**src/rtl/ddr3_byte_packer_if.sv**
```systemverilog
//------------------------------------------------------------------------------
// Module   : ddr3_byte_packer_if
// Brief    : Byte-serial DDR3 upload stream plus DDRAM Avalon write port.
// Revision : 1.0
//------------------------------------------------------------------------------
`default_nettype none

interface ddr3_byte_packer_if;
   logic [27:0] ddr3_addr;
   logic [7:0]  ddr3_din;
   logic        ddr3_upload;
   logic        ddr3_wr;
   logic        ddr3_ready;

   logic [24:0] ddram_addr;
   logic [63:0] ddram_din;
   logic [7:0]  ddram_be;
   logic        ddram_we;
   logic [7:0]  ddram_burstcnt;
   logic        ddram_busy;

   // Environment side: byte source upstream and memory controller downstream.
   modport master (
      output ddr3_addr, ddr3_din, ddr3_upload, ddr3_wr,
      input  ddr3_ready,
      input  ddram_addr, ddram_din, ddram_be, ddram_we, ddram_burstcnt,
      output ddram_busy
   );

   // Packer side.
   modport slave (
      input  ddr3_addr, ddr3_din, ddr3_upload, ddr3_wr,
      output ddr3_ready,
      output ddram_addr, ddram_din, ddram_be, ddram_we, ddram_burstcnt,
      input  ddram_busy
   );
endinterface

`default_nettype wire

```
**src/rtl/ddr3_byte_packer.sv**
```systemverilog
//------------------------------------------------------------------------------
// Module   : ddr3_byte_packer
// Brief    : Packs a byte-serial upload stream into 64-bit DDRAM single-beat
//            writes with byte enables.
// Revision : 1.0
//------------------------------------------------------------------------------
`default_nettype none

module ddr3_byte_packer #(
   parameter int WORD_CNT_W = 16
) (
   input  wire logic                  clk,
   input  wire logic                  reset,
   ddr3_byte_packer_if.slave          bus,
   output logic [WORD_CNT_W-1:0]      words_written
);

   typedef enum logic [1:0] {
      S_IDLE    = 2'd0,
      S_COLLECT = 2'd1,
      S_FLUSH   = 2'd2
   } state_t;

   state_t                r_state;
   logic                  r_ready;
   logic                  r_we;
   logic                  r_upload_d;
   logic [63:0]           r_buf_data;
   logic [7:0]            r_buf_be;
   logic [24:0]           r_buf_addr;
   logic                  r_pend_valid;
   logic [27:0]           r_pend_addr;
   logic [7:0]            r_pend_data;
   logic [WORD_CNT_W-1:0] r_words;

   logic                  w_accept;
   logic [2:0]            w_lane;
   logic [24:0]           w_word;
   logic                  w_same_word;
   logic [7:0]            w_lane_bit;
   logic [7:0]            w_merged_be;
   logic                  w_upload_rise;

   assign w_accept      = bus.ddr3_wr & r_ready;
   assign w_lane        = bus.ddr3_addr[2:0];
   assign w_word        = bus.ddr3_addr[27:3];
   assign w_same_word   = (r_buf_be == 8'h00) || (w_word == r_buf_addr);
   assign w_lane_bit    = 8'd1 << w_lane;
   assign w_merged_be   = r_buf_be | w_lane_bit;
   assign w_upload_rise = bus.ddr3_upload & ~r_upload_d;

   always_ff @(posedge clk) begin
      if (reset) begin
         r_state      <= S_IDLE;
         r_ready      <= 1'b0;
         r_we         <= 1'b0;
         r_upload_d   <= 1'b0;
         r_buf_data   <= 64'd0;
         r_buf_be     <= 8'd0;
         r_buf_addr   <= 25'd0;
         r_pend_valid <= 1'b0;
         r_pend_addr  <= 28'd0;
         r_pend_data  <= 8'd0;
         r_words      <= '0;
      end else begin
         r_upload_d <= bus.ddr3_upload;
         case (r_state)
            S_IDLE: begin
               r_ready <= 1'b0;
               r_we    <= 1'b0;
               if (w_upload_rise) begin
                  r_buf_be <= 8'd0;
                  r_ready  <= 1'b1;
                  r_state  <= S_COLLECT;
               end
            end

            S_COLLECT: begin
               if (w_accept) begin
                  if (w_same_word) begin
                     r_buf_data[{w_lane, 3'b000} +: 8] <= bus.ddr3_din;
                     r_buf_be   <= w_merged_be;
                     r_buf_addr <= w_word;
                     // Merge first; a simultaneous upload fall still flushes the merged word.
                     if (w_merged_be == 8'hFF || !bus.ddr3_upload) begin
                        r_ready <= 1'b0;
                        r_we    <= 1'b1;
                        r_state <= S_FLUSH;
                     end
                  end else begin
                     r_pend_valid <= 1'b1;
                     r_pend_addr  <= bus.ddr3_addr;
                     r_pend_data  <= bus.ddr3_din;
                     r_ready      <= 1'b0;
                     r_we         <= 1'b1;
                     r_state      <= S_FLUSH;
                  end
               end else if (!bus.ddr3_upload) begin
                  r_ready <= 1'b0;
                  if (r_buf_be != 8'h00) begin
                     r_we    <= 1'b1;
                     r_state <= S_FLUSH;
                  end else begin
                     r_state <= S_IDLE;
                  end
               end
            end

            S_FLUSH: begin
               r_ready <= 1'b0;
               if (!r_we) begin
                  // Second pass: the word loaded from pend after the session ended.
                  r_we <= 1'b1;
               end else if (!bus.ddram_busy) begin
                  r_we     <= 1'b0;
                  r_words  <= r_words + 1'b1;
                  r_buf_be <= 8'd0;
                  if (r_pend_valid) begin
                     r_pend_valid <= 1'b0;
                     r_buf_data[{r_pend_addr[2:0], 3'b000} +: 8] <= r_pend_data;
                     r_buf_be   <= 8'd1 << r_pend_addr[2:0];
                     r_buf_addr <= r_pend_addr[27:3];
                  end
                  if (bus.ddr3_upload) begin
                     r_ready <= 1'b1;
                     r_state <= S_COLLECT;
                  end else if (r_pend_valid) begin
                     r_state <= S_FLUSH;
                  end else begin
                     r_state <= S_IDLE;
                  end
               end
            end

            default: begin
               r_state <= S_IDLE;
               r_ready <= 1'b0;
               r_we    <= 1'b0;
            end
         endcase
      end
   end

   assign bus.ddr3_ready     = r_ready;
   assign bus.ddram_we       = r_we;
   assign bus.ddram_addr     = r_buf_addr;
   assign bus.ddram_din      = r_buf_data;
   assign bus.ddram_be       = r_buf_be;
   assign bus.ddram_burstcnt = 8'd1;
   assign words_written      = r_words;

endmodule

`default_nettype wire

```
**src/flat_wrapper.sv**
```systemverilog
// flat-port wrapper written by rule: the top's interface ports become plain ports
module ddr3_byte_packer_flat 
#(
   parameter int WORD_CNT_W = 16
)
  (clk, reset, words_written, bus_ddr3_addr, bus_ddr3_din, bus_ddr3_upload, bus_ddr3_wr, bus_ddr3_ready, bus_ddram_addr, bus_ddram_din, bus_ddram_be, bus_ddram_we, bus_ddram_burstcnt, bus_ddram_busy);
  ddr3_byte_packer_if bus_i ();
  input  wire logic clk;
  input  wire logic reset;
  output logic [WORD_CNT_W-1:0] words_written;
  input wire logic [$bits(bus_i.ddr3_addr)-1:0] bus_ddr3_addr;
  input wire logic [$bits(bus_i.ddr3_din)-1:0] bus_ddr3_din;
  input wire logic [$bits(bus_i.ddr3_upload)-1:0] bus_ddr3_upload;
  input wire logic [$bits(bus_i.ddr3_wr)-1:0] bus_ddr3_wr;
  output wire logic [$bits(bus_i.ddr3_ready)-1:0] bus_ddr3_ready;
  output wire logic [$bits(bus_i.ddram_addr)-1:0] bus_ddram_addr;
  output wire logic [$bits(bus_i.ddram_din)-1:0] bus_ddram_din;
  output wire logic [$bits(bus_i.ddram_be)-1:0] bus_ddram_be;
  output wire logic [$bits(bus_i.ddram_we)-1:0] bus_ddram_we;
  output wire logic [$bits(bus_i.ddram_burstcnt)-1:0] bus_ddram_burstcnt;
  input wire logic [$bits(bus_i.ddram_busy)-1:0] bus_ddram_busy;
  assign bus_i.ddr3_addr = bus_ddr3_addr;
  assign bus_i.ddr3_din = bus_ddr3_din;
  assign bus_i.ddr3_upload = bus_ddr3_upload;
  assign bus_i.ddr3_wr = bus_ddr3_wr;
  assign bus_ddr3_ready = bus_i.ddr3_ready;
  assign bus_ddram_addr = bus_i.ddram_addr;
  assign bus_ddram_din = bus_i.ddram_din;
  assign bus_ddram_be = bus_i.ddram_be;
  assign bus_ddram_we = bus_i.ddram_we;
  assign bus_ddram_burstcnt = bus_i.ddram_burstcnt;
  assign bus_i.ddram_busy = bus_ddram_busy;
  ddr3_byte_packer #(.WORD_CNT_W(WORD_CNT_W)) u_core (.clk(clk), .reset(reset), .bus(bus_i), .words_written(words_written));
endmodule
```
**config.mk**
```make
export PLATFORM = sky130hd
export DESIGN_NAME = ddr3_byte_packer_flat
export DESIGN_NICKNAME = d
export VERILOG_FILES = /design/src/rtl/ddr3_byte_packer_if.sv /design/src/rtl/ddr3_byte_packer.sv /design/src/flat_wrapper.sv
export SDC_FILE = /design/constraint.sdc
export NUM_CORES = 1
export LEC_CHECK = 0
export BUFFER_PORTS_ARGS = -buffer_cell sky130_fd_sc_hd__buf_2
export CAP_MARGIN = 20
export CORE_MARGIN = 8
export CORE_UTILIZATION = 52
export DETAILED_ROUTE_END_ITERATION = 8
export PLACE_DENSITY = 0.76
export SLEW_MARGIN = 30
export SYNTH_ARGS = -nofsm -noshare
export SYNTH_HDL_FRONTEND = slang
export SYNTH_SLANG_ARGS = --single-unit
```
**constraint.sdc**
```tcl
create_clock -name clk -period 3.5 [get_ports clk]
set_input_delay 0.7 -clock clk [delete_from_list [all_inputs] [get_ports clk]]
set_output_delay 0.7 -clock clk [all_outputs]
set_load 0.01 [all_outputs]
```
Word-level counts from Yosys, hierarchy flattened --
Index checks and enable logic that the tools add are counted.
Cells by class: reduce and logical (&&, ||, !) cells 16, bitwise gates (word level) 6, shifts and indexed selects 6, mux-type cells 54, eq/ne operators 14, add/sub/neg operators 3
Operator list (count):
- $mux W64 | 5
- $bwmux W64 | 2
- $pmux W64 S2 | 1
- $shift A8 B8 Y64 const A | 2
- $shiftx A8 B8 Y64 | 2
- $mux W25 | 5
- $pmux W25 S2 | 1
- $mux W8 | 6
- $eq A25 B25 Y1 | 1
- $pmux W8 S3 | 1
- $mux W2 | 10
- $mux W1 | 19
- $add A16 B1 Y16 const B | 1
- $neg A6 Y8 | 2
- $shl A1 B3 Y8 const A | 2
- $reduce_and A6 Y1 | 2
- $ne A2 B1 Y1 const B | 5
- $reduce_and A5 Y1 | 2
- $reduce_and A3 Y1 | 3
- $eq A8 B8 Y1 const B | 1
- $logic_not A8 Y1 | 1
- $or A8 B8 Y8 | 1
- $reduce_bool A8 Y1 | 1
- $pmux W2 S3 | 1
- 16 further kinds | 22
Word-level totals: input port bits 41, output and inout bits 123, flip-flop bits (word level) 155, word-level logic and storage cells 110

Depth between registers and ports, before layout --
Gate-level depths: netlist of run 1.
depth after elaboration 8, gate-level depth with buffers 11, mapped depth without buffers 9

Worst setup path before layout of run 1 --
OpenSTA, ideal clock, no wires.
path type input to register, start input port bus_ddr3_addr[0], end register u_core.r_buf_data[48], in the netlist u_core.bus.ddram_din[48], stages 9, data arrival time 2.708 ns, required time 3.414 ns, setup slack 0.707 ns, library setup time 0.086 ns, path through inv_1 > ha_1 > ha_1 > or4b_1 > or3_1 > buf_2 > a21oi_4 > a21oi_1 > a211oi_1
Between the ends: longest elaborated chain between the ends 6, elaborated cells between the ends (all ways) 7, classes of those cells add/sub: 1; shift: 2; mux: 4
Ends and longest elaborated chain:
- start: declaration | RTL line flat_wrapper.sv:11 | input wire logic [$bits(bus_i.ddr3_addr)-1:0] bus_ddr3_addr;
- $neg A6 Y8 (*) | RTL line ddr3_byte_packer.sv:81 | r_buf_data[{w_lane, 3'b000} +: 8] <= bus.ddr3_din;
- $shiftx A8 B8 Y64 or $shift A8 B8 Y64 (tied branches) | RTL line ddr3_byte_packer.sv:81
- $bwmux W64 (*) | RTL line ddr3_byte_packer.sv:81
- $mux W64 (*) | RTL line ddr3_byte_packer.sv:80 | if (w_same_word) begin
- $mux W64 (*) | RTL line ddr3_byte_packer.sv:79 | if (w_accept) begin
- $pmux W64 S2 (*) | RTL line ddr3_byte_packer.sv:67 | case (r_state)
- end signal: indexed assignment | RTL line ddr3_byte_packer.sv:81
- end signal: indexed assignment | RTL line ddr3_byte_packer.sv:120 | r_buf_data[{r_pend_addr[2:0], 3'b000} +: 8] <= r_pend_data;
- end: declaration | RTL line ddr3_byte_packer.sv:28 | logic [63:0] r_buf_data;
Every way passes the cells marked *; elsewhere a longest branch is shown, timed or not. The select of a mux whose other input is x is not followed. A chain may end at the register's enable or synchronous reset.

Worst setup path after layout of run 1 --
start input port bus_ddr3_addr[0], end register u_core.r_buf_data[54], in the netlist u_core.bus.ddram_din[54]
Same word-level chain as after synthesis.

==> impl_metrics.toml, run 1 <==
[route]
post_drt_wl_per_cell_um = 18.8
ant_nets = 0
drc = 0
vias = 7485
drt_iter0_drc = 599
dr.pass1.iters = 5
vias_per_cell = 6.01
drt_wl_total_um = 23400

[grt]
track_usage_pct = 23.4
grt_pass1_vias = 7395
grt_start_max_net_pins = 67
antenna_found_initial = 1
grt_pass1_wl_um = 37600
grt_overflow_total = 0

[finish]
nets = 1104
layout.cells.non_filler = 1246
nFillCells = 1324
drive_gt1_share_pct = 22.0
layout_common_cells = "155 x dfxtp_1, 154 x buf_2, 88 x nor2_1"
final_common_cell = "dfxtp_1"
post-route-util_pct = 62.2
area_growth_syn_to_layout_pct = 17.7
diodes = 0

[die]
die_w_um = 140
dieHeight_um = 140
pin_count = 164
num_rows = 45
coreArea_um2 = 15100
die_area_um2 = 19600
start_util_pct = 52.8

[power]
ir_drop_v = 0.000372
powerDensity_nw_per_um2 = 508
p_leak_nw = 4.00

[sta]
hold_viol_final = 0
max_freq_ghz = 0.338
maxSlewHeadroom_pct = 49.9
setup_viol = 0
worstMarginPinSlew_ns = 0.748
drv_slew = 0
fin_setup_tns_ns = 0
rsz0062_at_grt = "no"
period_share_pct = 84.7
fin_worst_skew_ns = 0.0100
finalCriticalPeriod_ns = 2.96
whs_ns = 0.459
timing.final.ws_setup_ns = 0.537

[synth]
yosysTopAreaCellShare_pct = 38.8
ys_top_cells_by_area = "dfxtp_1 39%, mux2i_1 8.5%, a211oi_1 5.4%"
synthArstFlopShare_pct = 0
synth_seq_area_share_pct = 38.8
synth_top_area_cell = "dfxtp_1"
avgSynthCellArea_um2 = 8.67
synth-edff-count = 0
ys_warn_count = 0
synthDistinctLibCells = 66
ys.flop_type = "dfxtp_1"
synth_cells = 923
synth-seq-cells = 155
netlist_area_um2 = 8000

[clock_tree]
clk_latency_ns = 0.42
cts_tree = "yes"
post_cts_resized = 0
root_buffer = "clkbuf_16"
cts_buffer_depth = 2
ctsHoldBuffers = 0
clk_pin_slew_worst_paths_ns = 0.06
cts-buffers-inserted = 17
htreeDepth = 4
post_cts_buffers = 0
cts_sinks = 155

[worst_setup_path]
worst-path-max-fanout = 9
crit_type = "input pin to register"
worstPathArrival_ns = 3.28
critPathRequiredTime_ns = 3.82
worstSetupEndpointType = "register"
start_kind = "input pin"

[placement]
dp_cells = 1214
routabilityCongestion = 0.937
dp_hpwl_um = 16200
post-place-ws_ns = 0.199
place.port_buffers = 155

[outcome]
outcome = "complete, no violations"

[job]
cap_violations = 0

[worst_hold_path]
hold_path.class = "register to register"
-- cell families (layout without fill, tap and decap cells) --
| kind of cell | Yosys count | after routing | synth area share [%] |
|---|---|---|---|
| AO/OA/AOI/OAI | 281 | 281 | 23.6 |
| AND/OR/NAND/NOR | 253 | 253 | 15.6 |
| flip-flops | 155 | 155 | 38.8 |
| buffers and inverters | 108 | 237 | 6.33 |
| multiplexers | 70 | 70 | 8.79 |
| XOR/XNOR | 36 | 36 | 3.94 |
| adder cells (fa/ha/maj) | 18 | 18 | 2.81 |
| other | 2 | 8 | 0.0939 |
-- stage by stage --
step / power (W) / cell area (um^2)
floorplan: 0.00266 / 8020
global placement: 0.00298 / 8830
detailed placement: 0.00299 / 8830
CTS: 0.00480 / 9420
global route: 0.00499 / 9420
finish: 0.00478 / 9420
-- power by group --
part           leakage (nW)  switching (W)  internal [W]  total [W]
clock network         0.279       0.000781       0.00103    0.00181
logic                  2.46       0.000618      0.000371   0.000989
registers              1.25      0.0000986       0.00188    0.00198
total                  4.00        0.00150       0.00329    0.00478
-- registers in the layout (all words and copies together) (netlist names), 2 cells and up --
name,cells
u_core.words_written,16
u_core.bus.ddram_din,64
u_core.bus.ddram_be,8
u_core.r_pend_data,8
u_core.r_pend_addr,28
u_core.bus.ddram_addr,25
u_core.r_state,2
-- synth_stat cells, types with 7 or more instances --
master,instances
dfxtp_1,155
nor2_1,88
a21oi_1,72
mux2i_1,68
a211oi_1,58
nand2_1,49
clkbuf_1,42
xor2_1,33
a22oi_1,32
a31oi_1,29
o21ai_0,29
inv_1,24
nor3_1,20
buf_4,18
ha_1,18
and3_1,17
o2bb2ai_1,17
buf_2,15
nand3_1,14
nand2b_1,12
nor4_1,9
o21a_1,8
nand4_1,7
nor2b_1,7
-- routing by layer --
| layer | vias up | share of wire [%] | GRT usage (%) |
|---|---|---|---|
| met5 | - | 0.043 | 0 |
| met4 | 2 | 1.6 | 7.31 |
| met3 | 36 | 8.5 | 7.65 |
| met2 | 287 | 47 | 38.2 |
| met1 | 3546 | 43 | 28.8 |
| li1 | 3614 | - | - |
-- worst max-delay path, cell delays in order --
cell,delay (ns)
buf_2,0.18
inv_1,0.10
ha_1,0.23
ha_1,0.36
or4b_1,0.50
or3_1,0.51
a21oi_4,0.32
a21oi_1,0.11
a211oi_1,0.27
-- worst paths after layout --
check,slack (ns),end,cells past startpoint,startpoint
setup / recovery,0.54,u_core.bus.ddram_din[54],9,bus_ddr3_addr[0]
setup reg to reg,0.70,u_core.bus.ddram_din[60],8,u_core.r_pend_addr[0]
hold reg to reg,0.46,u_core.bus.ddram_din[34],1,u_core.bus.ddram_din[34]
hold / removal,0.46,u_core.bus.ddram_din[34],1,u_core.bus.ddram_din[34]
-- cell type report --
type	count	area, um^2	area share, %
repair buffers	181	973	10.3
inverters	24	90.1	0.957
clock inverters	13	130	1.38
clock buffers	19	453	4.81
multi-input cells	666	4430	47.1
well taps	188	235	2.50
flip-flops and latches	155	3100	32.9
(Power assumes the default switching activity.)
==> run 2, diff against run 1 <==
--- a/config.mk
+++ b/config.mk
@@ -8,9 +8,9 @@
 export BUFFER_PORTS_ARGS = -buffer_cell sky130_fd_sc_hd__buf_2
 export CAP_MARGIN = 20
 export CORE_MARGIN = 8
-export CORE_UTILIZATION = 52
+export CORE_UTILIZATION = 50
 export DETAILED_ROUTE_END_ITERATION = 8
-export PLACE_DENSITY = 0.76
+export PLACE_DENSITY = 0.77
 export SLEW_MARGIN = 30
 export SYNTH_ARGS = -nofsm -noshare
 export SYNTH_HDL_FRONTEND = slang
==> constraint.sdc (replaced) <==
create_clock -name clk -period 2.4 [get_ports clk]
set_input_delay 0.48 -clock clk [delete_from_list [all_inputs] [get_ports clk]]
set_output_delay 0.48 -clock clk [all_outputs]
set_load 0.01 [all_outputs]
==> run 2 against run 1 <==
Clock-buffer cell count grew 2. Clock power up 56%. Critical path depth is the same. Die area increased by 3.5%. Cell count rose by 6.8%. Hold slack got worse by 0.13 ns. Global-route usage grew 0.63 points. Register-to-register slack worse by 0.62 ns. First-iteration DRC count up 6.5%. Sequential power rose by 46%. Non-clock buffer count up 58. Combinational power increased by 66%. Critical path type is now register to register. Critical endpoint is now u_core.bus.ddram_din[3]. Largest cell class unchanged. Largest power group unchanged. Highest routed layer is now met4.
==> impl_metrics.toml, run 2 (synthesis gave the netlist of run 1 again) <==
[worst_setup_path]
worstSetupEndpointType = "register"
reg2regPathDepth = 9
r2r-start = "u_core.r_pend_addr[1]"
start_kind = "register"
startpoint = "u_core.r_pend_addr[1]"
worstPathArrival_ns = 2.63
r2r-end = "u_core.bus.ddram_din[3]"
worst-path-max-fanout = 8
crit_type = "register to register"
critPathRequiredTime_ns = 2.70
ff2ff_setup_slack_ns = 0.08

[power]
report.power.total_w = 0.00735
powerDensity_nw_per_um2 = 719
p_leak_nw = 4.36
ir_drop_v = 0.000534

[placement]
routabilityCongestion = 0.892
place.port_buffers = 155
dp_hpwl_um = 17100
placed_cell_area_um2 = 9510

[finish]
area_growth_syn_to_layout_pct = 27.9
drive_gt1_share_pct = 28.0
final_cell_area_um2 = 10200
final_common_cell = "buf_2"
largest_reg_flops = 64
nets = 1162
diodes = 0
layout_common_cells = "154 x buf_2, 153 x dfxtp_1, 87 x nor2_1"

[route]
drt_wl_total_um = 24800
dr.pass1.iters = 5
drc = 0
drt_iter0_drc = 638
post_drt_wl_per_cell_um = 18.6
vias_per_cell = 5.91
vias = 7869
ant_nets = 0

[clock_tree]
cts_buffer_depth = 2
clk_pin_slew_worst_paths_ns = 0.06
clk_latency_ns = 0.43
cts-buffers-inserted = 17
cts_sinks = 155
ctsHoldBuffers = 0
htreeDepth = 4
root_buffer = "clkbuf_16"
cts_tree = "yes"

[grt]
antenna_found_initial = 0
track_usage_pct = 24.0
grt_pass1_vias = 7721
grt_start_max_net_pins = 57
grt_pass1_wl_um = 39300
grt_overflow_total = 0

[sta]
maxSlewHeadroom_pct = 59.2
period_share_pct = 96.8
fin_worst_skew_ns = 0.00933
rsz0062_at_grt = "yes"
worstMarginPinSlew_ns = 0.612
finalCriticalPeriod_ns = 2.32
max_freq_ghz = 0.430
hold_viol_final = 0
drv_slew = 0
setup_viol = 0

[die]
coreArea_um2 = 15800
die_area_um2 = 20300
pin_count = 164
num_rows = 46
start_util_pct = 50.7
dieHeight_um = 143
die_w_um = 143

[outcome]
outcome = "complete, no violations"

[worst_hold_path]
hold_path.class = "input pin to register"
hp-start = "bus_ddr3_addr[14]"
worstHoldEndpoint = "u_core.r_pend_addr[14]"
holdPathStages = 3

[job]
cap_violations = 0
## run 2: worst max path at each step
| stage | to | depth (start not counted) |
|---|---|---|
| after floorplan | u_core.bus.ddram_din[48] | 9 |
| after global placement | u_core.bus.ddram_din[51] | 9 |
| after detailed placement | u_core.bus.ddram_din[52] | 9 |
| after CTS | u_core.bus.ddram_din[51] | 8 |
| after global routing | u_core.bus.ddram_din[0] | 9 |
| final | u_core.bus.ddram_din[3] | 9 |
## run 2: worst max-delay path: stages, from the launching register on
cell and delay, ns:
dfxtp_4 0.39, inv_4 0.07, ha_4 0.17, ha_4 0.25, or4b_4 0.56, nor3_4 0.19, nor2_1 0.08, nor2_2 0.16
a31oi_4 0.17, o2bb2ai_1 0.18
## run 2: layout make-up
class | instances | area, um^2
Timing Repair Buffer | 239 | 1530
Clock buffer | 21 | 440
Clock inverter | 10 | 166
Fill cell | 1316 | 5540
Multi-Input combinational cell | 666 | 4590
Sequential cell | 155 | 3110
Inverter | 24 | 123
Tap cell | 216 | 270
## run 2: repair_timing
item                       in CTS  in global routing
setup endpoints to repair       8                101
resized for setup               1                 14
setup buffers                   3                  1
pin swaps                       1                  3
hold endpoints to repair        0                  0
## run 2: per-stage QoR
| step | setup WS [ns] | utilization, % | TNS (ns) | instances | hold slack (ns) |
|---|---|---|---|---|---|
| global placement | -0.392 | 60.3 | -10.80 | 1296 | 0.444 |
| CTS | 0.0558 | 64.3 | 0 | 1330 | 0.320 |
| global route | -0.00631 | 64.9 | -0.0142 | 1331 | 0.346 |
| floorplan | -0.0210 | - | -0.218 | 929 | 0.463 |
| finish | 0.0766 | 64.9 | 0 | 1331 | 0.328 |
| detailed placement | -0.438 | 60.3 | -12.57 | 1296 | 0.446 |
## run 2: power by group
part           total, W  leakage [nW]  internal (W)  switching (W)
clock network   0.00283         0.288       0.00174        0.00108
registers       0.00289          1.26       0.00274       0.000151
logic           0.00164          2.82      0.000658       0.000977
## run 2: routing by layer
| metal | global-route usage [%] | wire length (um) |
|---|---|---|
| met5 | 0 | 0 |
| met4 | 9.96 | 597 |
| met3 | 6.84 | 2190 |
| met2 | 39.3 | 11800 |
| met1 | 29.0 | 10200 |
